===== src/rtl/fifo_wr_arbiter_pkg.sv =====
// Shared definitions for the FIFO write arbiter and its testbench.
// Holds the burst FSM encoding, the default burst length and the beat counter width.
package fifo_wr_arbiter_pkg;

  typedef enum logic {
    ST_IDLE  = 1'b0,
    ST_BURST = 1'b1
  } state_e;

  localparam int DEFAULT_MAX_BURST = 16;
  localparam int BEAT_CNT_W        = 8;

  // Width of a requester index; a one-bit index is kept even when N is 1.
  function automatic int idx_width(input int n);
    return (n > 1) ? $clog2(n) : 1;
  endfunction

endpackage


===== src/rtl/rr_pick.sv =====
// Round-robin selector: picks the first requester strictly after the last owner,
// scanning upward with wrap-around, so the last owner itself is considered last.
module rr_pick #(
  parameter int N_REQ = 4,
  parameter int IDX_W = 2
) (
  input  logic [N_REQ-1:0] i_req,
  input  logic [IDX_W-1:0] i_last_owner,
  output logic [N_REQ-1:0] o_pick,
  output logic             o_valid
);

  // NOTE: every output of a combinational block gets a default first, so no
  // path through the loop can leave it unassigned and infer a latch.
  always_comb begin
    o_pick  = '0;
    o_valid = 1'b0;
    for (int i = 1; i <= N_REQ; i++) begin
      if (!o_valid && i_req[(int'(i_last_owner) + i) % N_REQ]) begin
        o_pick[(int'(i_last_owner) + i) % N_REQ] = 1'b1;
        o_valid                                  = 1'b1;
      end
    end
  end

endmodule


===== src/rtl/fifo_wr_arbiter.sv =====
// Burst-mode round-robin arbiter that funnels N requesters into one FIFO write port.
// Beats are acked combinationally and written to the FIFO one cycle later.
module fifo_wr_arbiter
  import fifo_wr_arbiter_pkg::*;
#(
  parameter int N_REQ     = 4,
  parameter int WIDTH     = 8,
  parameter int MAX_BURST = DEFAULT_MAX_BURST
) (
  input  logic                   i_clk,
  input  logic                   i_rst_l,
  input  logic [N_REQ-1:0]       i_req,
  input  logic [N_REQ*WIDTH-1:0] i_data,
  output logic [N_REQ-1:0]       o_ack,
  output logic [N_REQ-1:0]       o_grant,
  output logic                   o_wr_dv,
  output logic [WIDTH-1:0]       o_wr_data,
  input  logic                   i_af_flag,
  output logic                   o_busy
);

  localparam int                    IDX_W     = idx_width(N_REQ);
  localparam logic [BEAT_CNT_W-1:0] MAX_BEATS = BEAT_CNT_W'(MAX_BURST);

  state_e                state_q, state_d;
  logic [N_REQ-1:0]      grant_q, grant_d;
  logic [BEAT_CNT_W-1:0] beat_cnt_q, beat_cnt_d;
  logic [IDX_W-1:0]      last_owner_q, last_owner_d;
  logic                  wr_dv_q, wr_dv_d;
  logic [WIDTH-1:0]      wr_data_q, wr_data_d;

  logic [N_REQ-1:0]      pick;
  logic                  pick_valid;
  logic [IDX_W-1:0]      grant_idx;
  logic [WIDTH-1:0]      grant_data;
  logic                  owner_req;
  logic [BEAT_CNT_W-1:0] beat_cnt_inc;

  rr_pick #(
    .N_REQ (N_REQ),
    .IDX_W (IDX_W)
  ) u_rr_pick (
    .i_req        (i_req),
    .i_last_owner (last_owner_q),
    .o_pick       (pick),
    .o_valid      (pick_valid)
  );

  // The grant register is one-hot, so a priority-free scan yields its index and data slice.
  always_comb begin
    grant_idx  = '0;
    grant_data = '0;
    for (int k = 0; k < N_REQ; k++) begin
      if (grant_q[k]) begin
        grant_idx  = IDX_W'(k);
        grant_data = i_data[k*WIDTH +: WIDTH];
      end
    end
  end

  assign owner_req    = |(grant_q & i_req);
  assign beat_cnt_inc = beat_cnt_q + BEAT_CNT_W'(1);

  always_comb begin
    state_d      = state_q;
    grant_d      = grant_q;
    beat_cnt_d   = beat_cnt_q;
    last_owner_d = last_owner_q;
    wr_dv_d      = 1'b0;
    wr_data_d    = wr_data_q;
    o_ack        = '0;

    unique case (state_q)
      ST_IDLE: begin
        if (pick_valid) begin
          state_d    = ST_BURST;
          grant_d    = pick;
          beat_cnt_d = '0;
        end
      end
      ST_BURST: begin
        // Almost-full freezes the burst entirely, including the request-drop exit.
        if (!i_af_flag) begin
          if (owner_req) begin
            o_ack      = grant_q;
            wr_dv_d    = 1'b1;
            wr_data_d  = grant_data;
            beat_cnt_d = beat_cnt_inc;
          end
          if (!owner_req || beat_cnt_inc == MAX_BEATS) begin
            state_d      = ST_IDLE;
            grant_d      = '0;
            last_owner_d = grant_idx;
          end
        end
      end
      default: begin
        state_d = ST_IDLE;
        grant_d = '0;
      end
    endcase
  end

  // NOTE: state registers use non-blocking assignments so every flop samples
  // the pre-edge values regardless of the order the statements appear in.
  always_ff @(posedge i_clk or negedge i_rst_l) begin
    if (!i_rst_l) begin
      state_q      <= ST_IDLE;
      grant_q      <= '0;
      beat_cnt_q   <= '0;
      last_owner_q <= IDX_W'(N_REQ - 1);
      wr_dv_q      <= 1'b0;
      wr_data_q    <= '0;
    end else begin
      state_q      <= state_d;
      grant_q      <= grant_d;
      beat_cnt_q   <= beat_cnt_d;
      last_owner_q <= last_owner_d;
      wr_dv_q      <= wr_dv_d;
      wr_data_q    <= wr_data_d;
    end
  end

  assign o_grant   = grant_q;
  assign o_wr_dv   = wr_dv_q;
  assign o_wr_data = wr_data_q;
  assign o_busy    = (state_q == ST_BURST);

endmodule


===== config.mk =====
export PLATFORM = sky130hd
export DESIGN_NAME = fifo_wr_arbiter
export DESIGN_NICKNAME = d
export VERILOG_FILES = /design/src/rtl/fifo_wr_arbiter_pkg.sv /design/src/rtl/rr_pick.sv /design/src/rtl/fifo_wr_arbiter.sv
export SDC_FILE = /design/constraint.sdc
export NUM_CORES = 1
export LEC_CHECK = 0
export ABC_AREA = 1
export BUFFER_PORTS_ARGS = -buffer_cell sky130_fd_sc_hd__buf_2
export CORE_MARGIN = 5
export CORE_UTILIZATION = 51
export CTS_CLUSTER_DIAMETER = 50
export DETAILED_ROUTE_END_ITERATION = 6
export GPL_TIMING_DRIVEN = 0
export PLACE_DENSITY = 0.85
export SKIP_LAST_GASP = 1
export SLEW_MARGIN = 20
export SYNTH_ARGS = -nofsm -noshare
export SYNTH_HDL_FRONTEND = slang
export SYNTH_SLANG_ARGS = --single-unit

===== constraint.sdc =====
create_clock -name i_clk -period 2.7 [get_ports i_clk]
set_input_delay 0.135 -clock i_clk [delete_from_list [all_inputs] [get_ports i_clk]]
set_output_delay 0.135 -clock i_clk [all_outputs]
set_load 0.1 [all_outputs]

After elaboration in Yosys (flattened, before gate mapping)
Index checks and enable logic that the tools add are counted.
{"block": "word_totals", "register_bits": 24, "output_inout_bits": 18, "word_cells": 108}
{"block": "op_classes", "bitwise_logic": 10, "addsub": 5, "eq_ne": 5, "n_lt_le_gt_ge": 8, "mux": 53, "reduce_logical": 21}
{"op": "$mux 8", "count": 7}
{"op": "$mux 4", "count": 10}
{"op": "$mux 1", "count": 23}
{"op": "$lt 3x4->1 const B", "count": 4}
{"op": "$pmux 8 s2", "count": 1}
{"op": "$ge 3x1->1 const B", "count": 4}
{"op": "$or 4x4->4", "count": 3}
{"op": "$reduce_and 3->1", "count": 4}
{"op": "$add 8x1->8 const B", "count": 1}
{"op": "$bmux 1 s2", "count": 4}
{"op": "$demux 1 s2", "count": 4}
{"op": "$eq 8x5->1 const B", "count": 1}
{"op": "$pmux 4 s2", "count": 1}
{"op": "$reduce_or 2->1", "count": 4}
{"op": "$logic_and 1x1->1", "count": 7}
{"op": "$add 2x1->2 const B", "count": 2}
{"op": "$add 2x2->2 const B", "count": 2}
{"op": "$and 1x1->1 const A", "count": 4}
{"op": "$and 4x4->4", "count": 1}
{"op": "$logic_not 1->1", "count": 4}
{"op": "$mux 2", "count": 2}
{"op": "$ne 2x1->1 const B", "count": 2}
{"op": "$ne 2x2->1 const B", "count": 2}
{"op": "$reduce_or 4->1", "count": 1}
{"op": "other kinds (3)", "count": 4}

Depth between registers and ports, before layout
Gate-level depths: netlist of the first run.
{"block": "depth", "depth_word": 18, "mapped_depth": 13}

Modules after synthesis
Synthesis of the first run repeated with hierarchy kept, for this count alone.
{"block": "unflattened", "hier_cells": 257, "hier_area_um2": 1829.3}
{"module": "fifo_wr_arbiter", "cells_each": 177, "area_each_um2": 1377.6, "seq_area_each_um2": 603.1, "n_inst": 1}
{"module": "rr_pick", "cells_each": 80, "area_each_um2": 451.7, "seq_area_each_um2": 0.0, "n_inst": 1}

Worst setup path after synthesis of the first run
OpenSTA, ideal clock, no wires.
{"block": "synth_path", "path_type": "register to output", "startpoint": "register state_q (netlist: o_busy)", "endpoint": "output o_ack[0]", "setup_slack_ps": -487, "stages_incl_launch_ff": 6, "arrival_ps": 3052, "path_cell_list": "dfrtp_1 inv_1 nor2_1 nand2_1 clkbuf_1 nor2_1"}
{"block": "synth_via", "elab_chain_len": 1}
{"element": "start, declared", "line": "fifo_wr_arbiter.sv:25", "text": "state_e state_q, state_d;"}
{"element": "start signal, assigned", "line": "fifo_wr_arbiter.sv:115", "text": "state_q <= state_d;"}
{"element": "$mux 4", "line": "fifo_wr_arbiter.sv:73", "text": "unique case (state_q)"}
{"element": "end, declared", "line": "fifo_wr_arbiter.sv:14", "text": "output logic [N_REQ-1:0] o_ack,"}
No other way between the ends.

Final worst setup path of the first run
{"block": "layout_path", "startpoint": "register grant_q[3] (netlist: o_grant[3])", "endpoint": "output o_ack[3]"}
{"block": "layout_via", "elab_chain_len": 5}
{"element": "start, declared", "line": "fifo_wr_arbiter.sv:26", "text": "logic [N_REQ-1:0] grant_q, grant_d;"}
{"element": "start signal, assigned", "line": "fifo_wr_arbiter.sv:116", "text": "grant_q <= grant_d;"}
{"element": "$and 4x4->4", "line": "fifo_wr_arbiter.sv:61", "text": "assign owner_req = |(grant_q & i_req);"}
{"element": "$reduce_or 4->1", "line": "fifo_wr_arbiter.sv:61"}
{"element": "$mux 4 *", "line": "fifo_wr_arbiter.sv:84", "text": "if (owner_req) begin"}
{"element": "$mux 4 *", "line": "fifo_wr_arbiter.sv:83", "text": "if (!i_af_flag) begin"}
{"element": "$mux 4 *", "line": "fifo_wr_arbiter.sv:73"}
Every way passes the cells marked *; elsewhere a longest branch is shown, timed or not.

==> run_results.csv, run 1 <==
group,metric,value,unit
cells_and_area,multi_input_area,1080,µm²
logic_synthesis,synthXorXnorAreaFrac,0.487,%
global_routing,grt_first_pass_wirelength,8010,µm
sta,slew_headroom,42.5,%
logic_synthesis,ys.flop_type,"dfrtp_1",
routing,via_per_inst,5.13,
worst_setup_path,reg2reg_slack,530,ps
global_routing,grt_max_degree,25,
placed_design,hpwl,3630,µm
worst_setup_path,r2r-start,"last_owner_q[0]",
logic_synthesis,synth_area,1800,µm²
global_routing,grt_pass1_vias,1798,
cells_and_area,seqCellArea,603,µm²
worst_setup_path,r2r_end,"beat_cnt_q[0]",
sta,tightestPinTransition,856,ps
sta,maxSlewViolCount,0,
run_status,status,"finished, final reports clean",
routing,wl_per_cell,12.7,µm
cts,clock-sinks,24,
sta,rsz0062_at_grt,"false",
logic_synthesis,synthCells,259,
cts,clock_latency,320,ps
die,io_pins,57,
logic_synthesis,syn_avg_cell_area,6.94,µm²
routing,drc,0,
die,core_area,3360,µm²
routing,ant_nets,0,
die,chipHeight,69.4,µm
worst_setup_path,reg2reg_depth,10,
routing,vias,1877,
sta,finalSetupViolCount,0,
logic_synthesis,synth_top_family_by_area,"simple AND/OR/NAND/NOR gates",
cts,cts_max_level,1,
cells_and_area,num-fill-cells,329,
logic_synthesis,synth_fa_ha_area_share,6.27,%
die,start_util,53.4,%
cts,cts_tree,"done",
routing,wl,4650,µm
cts,cts_buffers,3,
sta,maxClockFrequency,424,MHz
sta,period_needed,2360,ps
pwr,cellLeakagePower,1.24,nW
cells_and_area,num_antenna_cells,0,
logic_synthesis,muxShareOfSynthArea,0,%
hold_path,min_from,"i_data[3]",
logic_synthesis,synth_compound_area_share,12.5,%
global_routing,overflow,0,
cts,cts-resized-gates,0,
placed_design,port_buffers,56,
cells_and_area,nets,369,
worst_setup_path,cp-start-kind,"flop",
cells_and_area,final_layout_size_suffix_gt1_share,26.6,%
sta,fin_crit_sh,87.4,%
global_routing,grt.total_usage,19.9,%
pwr,peakVddDrop,0.838,mV
run,maxCapViolCount,0,
cts,clk_path_buf_depth,2,
logic_synthesis,ys_seq_area_share,33.6,%
pwr,p_per_area,1240,nW/µm²
logic_synthesis,syn_nets,307,
hold_path,min_path_type,"in -> reg",
logic_synthesis,synth_edf_count,0,
worst_setup_path,worstPathArrival,2220,ps
die,die-area,4810,µm²
routing,drtIter0Drc,105,
cells_and_area,syn2layout_area_growth,21.9,%
placed_design,gp_congestion,0.830,
worst_setup_path,critical_path_class,"reg -> out",
logic_synthesis,yosys.area_share.simple,40.4,%
sta,finClkSkew,4.21,ps
logic_synthesis,synth-async-reset-ratio,100,%
routing,drt_pass1_iterations,4,
worst_setup_path,endpoint_kind,"output pin",
logic_synthesis,synth-seq-cells,24,
worst_setup_path,crit_start,"o_grant[3]",
logic_synthesis,yosysWarnings,0,
logic_synthesis,post_synth_num_cell_types,28,
sta,hold_slack,111,ps
die,fp-row-count,21,
worst_setup_path,critPathMaxFanout,10,
sta,setup_tns,0,ps
worst_setup_path,crit_end,"o_ack[3]",
sta,finalHoldViolCount,0,
global_routing,antenna_found_initial,0,
worst_setup_path,cp.required,2570,ps
die,die_w,69.4,µm
cts,root_buffer,"clkbuf_4",
cts,clk_pin_slew,130,ps
==> worst max-delay path, stage by stage, from the launching register on <==
cell and delay (ps):
dfrtp_1 460, inv_2 190, o22ai_1 110, a21oi_1 120, nand2_1 100, nand2_1 120, clkbuf_1 440, nor2_2 60
buf_2 310
==> synth_stat cells, types with 2 or more instances <==
cell | number | area, µm²
clkbuf_1 | 3 | 11.3
inv_1 | 23 | 86.3
a22o_1 | 8 | 70.1
nand2_4 | 3 | 33.8
dfrtp_1 | 22 | 551
nor2_1 | 23 | 86.3
dfstp_2 | 2 | 52.6
a22oi_1 | 6 | 45.0
ha_1 | 9 | 113
nand3_1 | 29 | 145
o21ai_0 | 7 | 35.0
nand2_1 | 103 | 387
inv_2 | 3 | 11.3
o21ai_2 | 4 | 35.0
==> stage by stage <==
stage          setup WS (ps)  utilization, %  total power, mW  cells  cell area (µm²)
5_1_grt                  104            65.1             2.90    366             2190
2_1_floorplan          -64.8               -             2.16    259             1810
6_report                 340            65.1             2.71    366             2190
3_3_place_gp             567            63.8             2.48    361             2140
4_1_cts                  326            65.1             2.72    366             2190
3_5_place_dp             546            63.8             2.52    361             2140
==> per-layer routing <==
metal	share of wire, %	GRT usage [%]
met1	42	24.4
met2	51	35.0
met3	5.8	4.78
met4	1.0	4.56
met5	0	0
==> worst min-delay path by stage <==
stage,to,slack [ps],cells after the start
global route,o_wr_data[1],130,5
global placement,beat_cnt_q[6],140,1
finish,o_wr_data[3],110,5
floorplan,beat_cnt_q[0],-160,0
detailed placement,beat_cnt_q[5],140,1
CTS,o_wr_data[3],110,5
==> cell type report <==
| class | count | share of cell area (%) |
|---|---|---|
| multi-input cells | 204 | 49.4 |
| flip-flops and latches | 24 | 27.5 |
| repair buffers | 57 | 13.2 |
| inverters | 26 | 4.45 |
| well taps | 46 | 2.63 |
| clock buffers | 4 | 1.66 |
| plain buffers | 5 | 1.09 |
==> what timing repair did <==
action	4_1_cts	5_1_grt
hold buffers	1	0
endpoints found under the hold margin	22	0
setup buffers	0	0
==> layout by cell type (no fill, tap or decap), drive strengths merged <==
cell type,instances
nand2,108
buf,57
nand3,30
inv,26
nor2,24
dfrtp,22
o21ai,13
ha,9
a22o,8
clkbuf,8
a22oi,6
dfstp,2
o22ai,1
a21oi,1
xor2,1
o21a,1
or2,1
nor4,1
dlygate4sd3,1
==> report_power, final <==
group | internal (mW) | switching [mW]
sequential | 0.487 | 0.120
combinational | 0.445 | 1.47
clock | 0.0825 | 0.109
==> cell families after synthesis <==
group                      Yosys count
AOI/OAI and AO/OA                   30
xor gates and xnor gates             1
buffers and inverters               31
DFF                                 24
and+or+nand+nor                    164
adders and majority gates            9
==> state kept, by name, summed over array words and instances (netlist names) <==
signal        count
o_busy            1
last_owner_q      2
o_grant           4
o_wr_dv           1
o_wr_data         8
beat_cnt_q        8
(Power assumes the default switching activity.)
==> run 2: changes to the inputs <==
--- a/config.mk
+++ b/config.mk
@@ -13,6 +13,8 @@
 export DETAILED_ROUTE_END_ITERATION = 6
 export GPL_TIMING_DRIVEN = 0
 export PLACE_DENSITY = 0.85
+export REMOVE_ABC_BUFFERS = 1
+export SETUP_SLACK_MARGIN = 0.1
 export SKIP_LAST_GASP = 1
 export SLEW_MARGIN = 20
 export SYNTH_ARGS = -nofsm -noshare
==> constraint.sdc (replaced) <==
create_clock -name i_clk -period 2.7 [get_ports i_clk]
set_input_delay 0.27 -clock i_clk [delete_from_list [all_inputs] [get_ports i_clk]]
set_output_delay 0.27 -clock i_clk [all_outputs]
set_load 0.1 [all_outputs]
==> run_results.csv, run 2 (synthesis results as in run 1) <==
group,metric,value,unit
placed_design,hpwl,3370,µm
sta,finalSetupViolCount,0,
routing,wl,4400,µm
cells_and_area,nets,364,
sta,period_needed,2340,ps
cts,cts_max_level,1,
die,die_w,69.4,µm
cells_and_area,most-common-layout-cells,"nand2_1, buf_2, nand3_1, inv_1, nor2_1",
cells_and_area,num-fill-cells,317,
routing,drt_pass1_iterations,5,
routing,drtIter0Drc,81,
cts,clk_path_buf_depth,2,
routing,ant_nets,0,
cts,clock_latency,330,ps
placed_design,gp_congestion,0.807,
routing,wl_per_cell,12.2,µm
global_routing,grt_first_pass_wirelength,7770,µm
cells_and_area,syn2layout_area_growth,22.0,%
sta,fin_crit_sh,86.6,%
routing,via_per_inst,5.06,
hold_path,min_path_type,"in -> reg",
cts,cts_buffers,3,
sta,finClkSkew,13.5,ps
die,chipHeight,69.4,µm
sta,tightestPinTransition,781,ps
worst_setup_path,critical_path_class,"reg -> out",
global_routing,antenna_found_initial,0,
pwr,cellLeakagePower,1.24,nW
die,fp-row-count,21,
die,io_pins,57,
routing,vias,1825,
cells_and_area,layout_commonest_cell,"nand2_1",
cts,clock-sinks,24,
cts,postCtsSetupRepairBufs,0,
cts,root_buffer,"clkbuf_4",
die,core_area,3360,µm²
run,maxCapViolCount,0,
pwr,finalPower,2.75,mW
placed_design,port_buffers,56,
cts,clk_pin_slew,140,ps
worst_setup_path,critPathMaxFanout,21,
sta,hold_slack,238,ps
cells_and_area,final_layout_size_suffix_gt1_share,25.7,%
die,start_util,53.4,%
cells_and_area,fin_util,65.2,%
run_status,status,"finished, final reports clean",
worst_setup_path,worstPathArrival,2070,ps
global_routing,grt_pass1_vias,1744,
worst_setup_path,cp-start-kind,"flop",
global_routing,grt.total_usage,19.3,%
sta,maxClockFrequency,428,MHz
sta,maxSlewViolCount,0,
global_routing,overflow,0,
sta,rsz0062_at_grt,"false",
cells_and_area,num_antenna_cells,0,
cts,cts_tree,"done",
sta,finalHoldViolCount,0,
sta,slew_headroom,47.5,%
pwr,p_per_area,1260,nW/µm²
die,die-area,4810,µm²
routing,drc,0,
worst_setup_path,endpoint_kind,"output pin",
global_routing,grt_max_degree,25,
pwr,peakVddDrop,0.978,mV
worst_setup_path,cp.required,2430,ps
run 2: final cells by class:
| class | instances | area, µm² | area share (%) |
|---|---|---|---|
| clock inverter | 1 | 30.0 | 1.37 |
| tap | 46 | 57.6 | 2.63 |
| sequential | 24 | 604 | 27.6 |
| timing repair buffer | 57 | 300 | 13.7 |
| multi-input combinational | 204 | 1080 | 49.3 |
| clock buffer | 3 | 22.5 | 1.03 |
| inverter | 26 | 97.6 | 4.45 |
run 2: timing repair:
| action | 4_1_cts | 5_1_grt |
|---|---|---|
| setup endpoints to repair | 4 | 4 |
| gates resized for setup | 2 | 5 |
| endpoints found under the hold margin | 22 | 0 |
| hold buffers | 1 | 0 |
run 2: metrics by stage:
stage	setup slack, ps	setup TNS, ps	instances	area (µm²)
after floorplan	-905	-3620	254	1770
after global placement	150	0	356	2110
after detailed placement	136	0	356	2110
after CTS	171	0	361	2180
after global routing	191	0	361	2190
final	362	0	361	2190
run 2: worst paths after layout:
path	to	from	slack (ps)	cells after the start
min in group asynchronous	beat_cnt_q[3]	i_rst_l	430	2
hold reg to reg	o_wr_data[6]	o_wr_data[6]	490	2
max in group asynchronous	o_grant[3]	i_rst_l	1880	2
hold / removal	o_wr_data[7]	i_data[7]	240	5
setup reg to reg	beat_cnt_q[0]	last_owner_q[0]	540	10
setup / recovery	o_ack[2]	o_grant[3]	360	7
run 2: power by group:
part           switching (mW)  total [mW]  internal, mW  leakage, nW
Combinational            1.42        1.86         0.435        0.899
Sequential              0.148       0.635         0.488        0.315
Clock                   0.111       0.261         0.150       0.0279
Total                    1.68        2.75          1.07         1.24
run 2: worst max-delay path: stages (launching register included):
cell	delay, ps
dfrtp_2	550
inv_2	160
o22ai_1	150
a21oi_1	60
nand2_1	150
nand2_4	190
nor2_1	140
clkbuf_4	340
run 2: layer usage:
layer / part of all wire [%] / wire length, µm / track usage (%)
met5: 0 / 0 / 0
met1: 42 / 1830 / 23.1
met2: 49 / 2170 / 33.3
met3: 6.5 / 288 / 4.49
met4: 2.5 / 112 / 7.38
